$ cat config.mk
export PLATFORM = sky130hd
export DESIGN_NAME = spike_rate_decoder
export DESIGN_NICKNAME = d
export VERILOG_FILES = /design/src/rtl/spike_pkg.sv /design/src/rtl/spike_argmax.sv /design/src/rtl/spike_rate_decoder.sv
export SDC_FILE = /design/constraint.sdc
export NUM_CORES = 1
export LEC_CHECK = 0
export ABC_AREA = 1
export CELL_PAD_IN_SITES_DETAIL_PLACEMENT = 0
export CELL_PAD_IN_SITES_GLOBAL_PLACEMENT = 1
export CORE_UTILIZATION = 38
export CTS_CLUSTER_DIAMETER = 150
export DETAILED_ROUTE_END_ITERATION = 8
export MAX_ROUTING_LAYER = met4
export PLACE_DENSITY_LB_ADDON = 0.1
export SYNTH_ARGS = -nofsm -noshare
export SYNTH_HDL_FRONTEND = slang
export SYNTH_SLANG_ARGS = --single-unit
$ cat constraint.sdc
create_clock -name clk -period 2.45 [get_ports clk]
set_input_delay 0.49 -clock clk [delete_from_list [all_inputs] [get_ports clk]]
set_output_delay 0.49 -clock clk [all_outputs]
set_load 0.05 [all_outputs]
$ cat src/rtl/spike_pkg.sv
// Shared spike-interface definitions: window default, derived widths and the
// rate_out channel slice convention used by the neuron layer, encoder and decoder.
package spike_pkg;

  localparam int WINDOW_LOG2_DEF = 4;

  // One extra bit so a fully saturated window (2^wl spikes) does not wrap.
  function automatic int cnt_w(input int wl);
    return wl + 1;
  endfunction

  function automatic int idx_w(input int n);
    return (n > 1) ? $clog2(n) : 1;
  endfunction

  // Channel ch of a flat rate vector lives at [ch*cw +: cw].
  function automatic int ch_lsb(input int ch, input int cw);
    return ch * cw;
  endfunction

endpackage

$ cat src/rtl/spike_argmax.sv
// Combinational argmax over N_CH packed counts; ties go to the lowest index,
// all-zero input reports index 0 with all_zero set.
module spike_argmax
  import spike_pkg::*;
#(
  parameter int N_CH  = 2,
  parameter int CNT_W = 5,
  parameter int IDX_W = 1
) (
  input  logic [N_CH*CNT_W-1:0] counts,
  output logic [IDX_W-1:0]      idx,
  output logic                  all_zero
);

  always_comb begin : scan_p
    logic [CNT_W-1:0] best;
    best     = counts[CNT_W-1:0];
    idx      = '0;
    all_zero = (counts == '0);
    // Strict greater-than keeps the earliest channel on a tie.
    for (int i = 1; i < N_CH; i++) begin
      if (counts[ch_lsb(i, CNT_W) +: CNT_W] > best) begin
        best = counts[ch_lsb(i, CNT_W) +: CNT_W];
        idx  = IDX_W'(i);
      end
    end
  end

endmodule

$ cat src/rtl/spike_rate_decoder.sv
// Per-channel spike counting over a fixed enabled-cycle window, with a
// registered valid/ready result stage carrying rates, winner and no_spike.
module spike_rate_decoder
  import spike_pkg::*;
#(
  parameter int  N_CH        = 2,
  parameter int  WINDOW_LOG2 = WINDOW_LOG2_DEF,
  localparam int CNT_W       = cnt_w(WINDOW_LOG2),
  localparam int IDX_W       = idx_w(N_CH)
) (
  input  logic                  clk,
  input  logic                  rst,
  input  logic                  en,
  input  logic [N_CH-1:0]       spike_in,
  output logic [N_CH*CNT_W-1:0] rate_out,
  output logic [IDX_W-1:0]      winner,
  output logic                  no_spike,
  output logic                  out_valid,
  input  logic                  out_ready,
  output logic                  overrun
);

  logic [WINDOW_LOG2-1:0]       win_cnt_q, win_cnt_d;
  logic [N_CH-1:0][CNT_W-1:0]   cnt_q, cnt_d, lat;
  logic [N_CH-1:0][CNT_W-1:0]   rate_q, rate_d;
  logic [IDX_W-1:0]             winner_q, winner_d, am_idx;
  logic                         no_spike_q, no_spike_d, am_zero;
  logic                         valid_q, valid_d;
  logic                         overrun_q, overrun_d;
  logic                         we;

  // Running count including this cycle's spike, so the last window cycle counts.
  always_comb begin
    lat = '0;
    for (int i = 0; i < N_CH; i++) lat[i] = cnt_q[i] + CNT_W'(spike_in[i]);
  end

  assign we = en && (win_cnt_q == '1);

  spike_argmax #(
    .N_CH (N_CH),
    .CNT_W(CNT_W),
    .IDX_W(IDX_W)
  ) u_argmax (
    .counts  (lat),
    .idx     (am_idx),
    .all_zero(am_zero)
  );

  always_comb begin
    win_cnt_d  = win_cnt_q;
    cnt_d      = cnt_q;
    rate_d     = rate_q;
    winner_d   = winner_q;
    no_spike_d = no_spike_q;
    valid_d    = valid_q;
    overrun_d  = overrun_q;
    if (en) begin
      win_cnt_d = win_cnt_q + 1'b1;
      cnt_d     = we ? '0 : lat;
    end
    if (we) begin
      rate_d     = lat;
      winner_d   = am_idx;
      no_spike_d = am_zero;
      valid_d    = 1'b1;
      if (valid_q && !out_ready) overrun_d = 1'b1;
    end else if (valid_q && out_ready) begin
      valid_d = 1'b0;
    end
  end

  always_ff @(posedge clk) begin
    if (rst) begin
      win_cnt_q  <= '0;
      cnt_q      <= '0;
      rate_q     <= '0;
      winner_q   <= '0;
      no_spike_q <= 1'b0;
      valid_q    <= 1'b0;
      overrun_q  <= 1'b0;
    end else begin
      win_cnt_q  <= win_cnt_d;
      cnt_q      <= cnt_d;
      rate_q     <= rate_d;
      winner_q   <= winner_d;
      no_spike_q <= no_spike_d;
      valid_q    <= valid_d;
      overrun_q  <= overrun_d;
    end
  end

  assign rate_out  = rate_q;
  assign winner    = winner_q;
  assign no_spike  = no_spike_q;
  assign out_valid = valid_q;
  assign overrun   = overrun_q;

endmodule

# Word level (Yosys, flattened, before mapping)

Index checks and enable logic that the tools add are counted.

Order comparisons: 1
Muxes and demuxes: 4
Add/sub/neg operators: 3
Reduce and logical (&&, ||, !) cells: 7
Eq/ne operators: 1

Operators with widths:

| kind                                         | count |
|---|---|
| adder 5 x 1 -> 5 bit                         | 2 |
| logical NOT 10 bit                           | 1 |
| two-way mux 10 bit                           | 1 |
| > comparator 5 bit                           | 1 |
| adder 4 x 1 -> 4 bit (second input constant) | 1 |
| equality test 4 bit (second input constant)  | 1 |
| logical AND 1 bit                            | 3 |
| two-way mux 1 bit                            | 3 |
| AND reduction 2 bit                          | 1 |
| nonzero test 2 bit                           | 1 |
| logical NOT 1 bit                            | 1 |

Word-level logic and storage cells: 25
Register bits: 28
Output and inout port bits: 14

# Longest topological paths before layout

Word-level depth: 3
Gate-level depth with buffers: 12

# By module

Synthesis repeated with hierarchy kept, for this count alone.

Cells, all modules: 185
Area, all modules: 1362.6 um^2

Modules (own cells, without submodules):

| module             | seq. area each (um^2) | instances | cells an instance | area each (um^2) |
|---|---|---|---|---|
| spike_rate_decoder | 560.5                 | 1         | 155               | 1189.9 |
| spike_argmax       | 0.0                   | 1         | 30                | 172.7 |

# Worst setup path after synthesis

Ideal clock, no wire load.

Kind: input -> register
From: in spike_in[0]
To: reg winner_q (netlist: winner)
Path buffers: 0
Arrival: 1.881 ns
Stages on the path: 11
Slack: 0.437 ns
Cell sequence: ha_1 > ha_1 > nand3_1 > nand2_1 > nand2_1 > inv_1 > ha_1 > a21oi_1 > nand3_1 > o21ai_1 > a21oi_1

Word-level cells in the longest chain between the ends: 3

RTL lines:

| what                 | RTL line                 | source |
|---|---|---|
| start, declared      | spike_rate_decoder.sv:14 | `input logic [N_CH-1:0] spike_in,` |
| adder 5 x 1 -> 5 bit | spike_rate_decoder.sv:35 | `for (int i = 0; i < N_CH; i++) lat[i] = cnt_q[i] + CNT_W'(spike_in[i]);` |
| > comparator 5 bit   | spike_argmax.sv:22       | `if (counts[ch_lsb(i, CNT_W) +: CNT_W] > best) begin` |
| two-way mux 1 bit    | spike_argmax.sv:22       |  |
| end signal, assigned | spike_rate_decoder.sv:86 | `winner_q <= winner_d;` |
| end, declared        | spike_rate_decoder.sv:26 | `logic [IDX_W-1:0] winner_q, winner_d, am_idx;` |

Every way passes these cells.
A chain may end at the register's enable or synchronous reset.

# Worst setup path in the final report

Ends and elaborated chain as after synthesis.

==> impl_metrics.toml <==
[setup_path]
critPathRequiredTime_ps = 2720
startpoint_type = "input pin"
rr_worst_depth = 11
max_stage_delay_ps = 410
critPathTopFamily = "adder cells"
cp.buffers_inverters = 2
crit_type = "in2reg"
worstPathCellList = "clkdlybuf4s50_1 -> ha_1 -> ha_1 -> nand3_1 -> nand2_1 -> nand2_1 -> inv_1 -> ha_1 -> nand2_1 -> nor3_1 -> o21ai_1 -> a21oi_1"
worstPathMaxFanout = 4
cp.arrival_ps = 2510
path_depth = 12
cp_slowest_cell = "clkdlybuf4s50_1"
crit_path_end_kind = "flop"

[sta]
setup_violations = 0
post-route-period-util_pct = 91.3
hold_ws_ps = 478
rsz0062_at_grt = "false"
relSlewSlack_pct = 65.9
slew_violations = 0
tns_ps = 0
hold_violations = 0
skew_ps = 3.03
worst_slew_pin_slew_ps = 510
fmax_mhz = 447
fin_crit_ps = 2240

[clock_tree]
numCtsBuffers = 3
ctsResizeCount = 0
clk_path_buf_depth = 2
clkLatencyLatePin_ps = 330
cts_tree = "built"
root_buffer = "clkbuf_4"
path_clk_slew_ps = 150
cts_sinks = 28
hold_buffers = 0
post_cts_buffers = 0
htreeDepth = 1

[placed_design]
place.gp.congestion = 0.852
dpl_cell_area_um2 = 1620
port_buffers = 19
dp_hpwl_mm = 2.37

[logic_synthesis]
synth_common_cells = "nand2_1 (40), dfxtp_1 (28), a21oi_1 (23)"
yosys_most_used_dff = "dfxtp_1"
synth_nets = 194
synth.most_common_cell = "nand2_1"
synth_compound_area_share_pct = 16.4
syn-cell-area_um2 = 1330
synth_cell_types = 21
synth_top_area_share_pct = 42.2
yosysWarnings = 0
synth_area_per_cell_um2 = 7.51
synthXorXnorAreaFrac_pct = 0.659
synth_top_family_by_area = "simple AND/OR/NAND/NOR gates"
syn_inst = 177
async_flop_share_pct = 0
synth_edf_count = 0
synthTopCellsByArea = "dfxtp_1 (42%), nand2_1 (11%), ha_1 (10%)"
synth-simple-area-share_pct = 22.7
synthAdderAreaFrac_pct = 10.4
ys_ff_latch = 28
muxShareOfSynthArea_pct = 0
yosysTopAreaCell = "dfxtp_1"
ys_seq_area_share_pct = 42.2

[cells_and_area]
areaGrowthSynthToFinish_pct = 25.6
final_util_pct = 50.0
fill_cells = 343
final_nets = 221
num_antenna_cells = 0
layout-drive-gt1-share_pct = 8.87
finalInstanceArea_um2 = 1670

[power_and_ir_drop]
p_sw_uw = 189
seq_power_share_pct = 55.3
switching_share_pct = 22.3
p_per_area_nw_per_um2 = 507
internal-power_uw = 658
power_frac_comb_pct = 8.8
ir_drop_v = 0.000285
p_clk_share_pct = 35.9
p_leak_nw = 0.690

[global_routing]
antenna_found_initial = 0
grt_pass1_vias = 1150
grt_pass1_wl_mm = 4.93
grt_max_degree = 20
gr-usage-all-layers_pct = 18.3
overflow = 0

[floorplan]
core-area_um2 = 3340
die_h_um = 61.1
initial_core_util_pct = 39.8
die_area_um2 = 3740
io_pins = 20
die_width_um = 61.1
rows = 21

[min_path]
whs_path_depth = 2
hp-class = "reg2reg"

[detailed_routing]
route.detailed.drc = 0
wirelength_mm = 3.08
dr.pass1.iters = 4
vias = 1224
drtIter0Drc = 59
via_per_inst = 4.92
detail-route-antenna-nets = 0
wire_per_inst_um = 12.4

[status]
status = "finished clean"

[job]
maxCapViolCount = 0
[per-layer routing]
metal,up-vias,part of all wire (%),global-route usage (%),routed length [um]
met1,564,47,23.7,1430
li1,635,-,-,-
met4,0,0.94,6.82,29
met2,21,49,29.0,1520
met5,-,0,-,0
met3,4,3.1,2.10,96
[final cells by class]
cell class	count	area, um^2	area share [%]
clock inverters	1	30.0	1.80
multi-input cells	123	666	39.9
clock buffers	3	22.5	1.35
repair buffers	28	258	15.4
inverters	20	75.1	4.50
flip-flops and latches	28	561	33.6
well taps	46	57.6	3.45
[per-stage QoR]
| step | setup slack [ps] | cells | power (mW) |
|---|---|---|---|
| finish | 214 | 249 | 0.847 |
| global route | 38.9 | 249 | 0.891 |
| CTS | 258 | 249 | 0.861 |
| detailed placement | -118 | 245 | 0.553 |
| global placement | -51.0 | 245 | 0.552 |
| floorplan | 437 | 177 | 0.526 |
[cells by family after synthesis]
family                   Yosys count
XOR/XNOR                           1
AND/OR/NAND/NOR                   70
flip-flops                        28
buffers and inverters             26
adder cells (fa/ha/maj)           11
AO/OA/AOI/OAI                     41
[final timing paths]
| path | slack (ps) | end | from |
|---|---|---|---|
| max | 210 | winner$_SDFFE_PP0P_ | spike_in[0] |
| min reg2reg | 480 | no_spike$_SDFFE_PP0P_ | no_spike$_SDFFE_PP0P_ |
| max reg2reg | 470 | winner$_SDFFE_PP0P_ | cnt_q[0]$_SDFFE_PP0P_ |
| min | 480 | no_spike$_SDFFE_PP0P_ | no_spike$_SDFFE_PP0P_ |
[power groups by stage]
| stage | clock network, mW | registers, mW | logic, mW |
|---|---|---|---|
| after CTS | 0.318 | 0.469 | 0.0748 |
| after global routing | 0.335 | 0.470 | 0.0859 |
| after floorplan | 0 | 0.477 | 0.0492 |
| after detailed placement | 0 | 0.478 | 0.0741 |
| final | 0.304 | 0.469 | 0.0744 |
| after global placement | 0 | 0.478 | 0.0739 |
[cells in the final DEF (no fill, tap or decap), drive strengths merged]
| cell type | instances |
|---|---|
| inv | 20 |
| a31oi | 4 |
| bufinv | 1 |
| a21oi | 23 |
| nand2 | 40 |
| clkbuf | 3 |
| nand4 | 5 |
| o21ai | 13 |
| a22oi | 1 |
| ha | 11 |
| xnor2 | 1 |
| clkdlybuf4s50 | 19 |
| dfxtp | 28 |
| buf | 9 |
| nor2 | 14 |
| nand3 | 8 |
| nor3 | 3 |
[registers in the layout, indices dropped and copies added (netlist names)]
signal,count
cnt_q,10
winner,1
win_cnt_q,4
overrun,1
no_spike,1
rate_out,10
out_valid,1
[worst reg2reg max path, cell delays in order, from the launching register on]
cell	delay [ps]
dfxtp_1	350
ha_1	200
ha_1	230
nand3_1	100
nand2_1	50
nand2_1	100
inv_1	70
ha_1	330
nand2_1	90
nor3_1	190
o21ai_1	90
a21oi_1	120
Note: power is estimated with default switching activity, not from simulation.
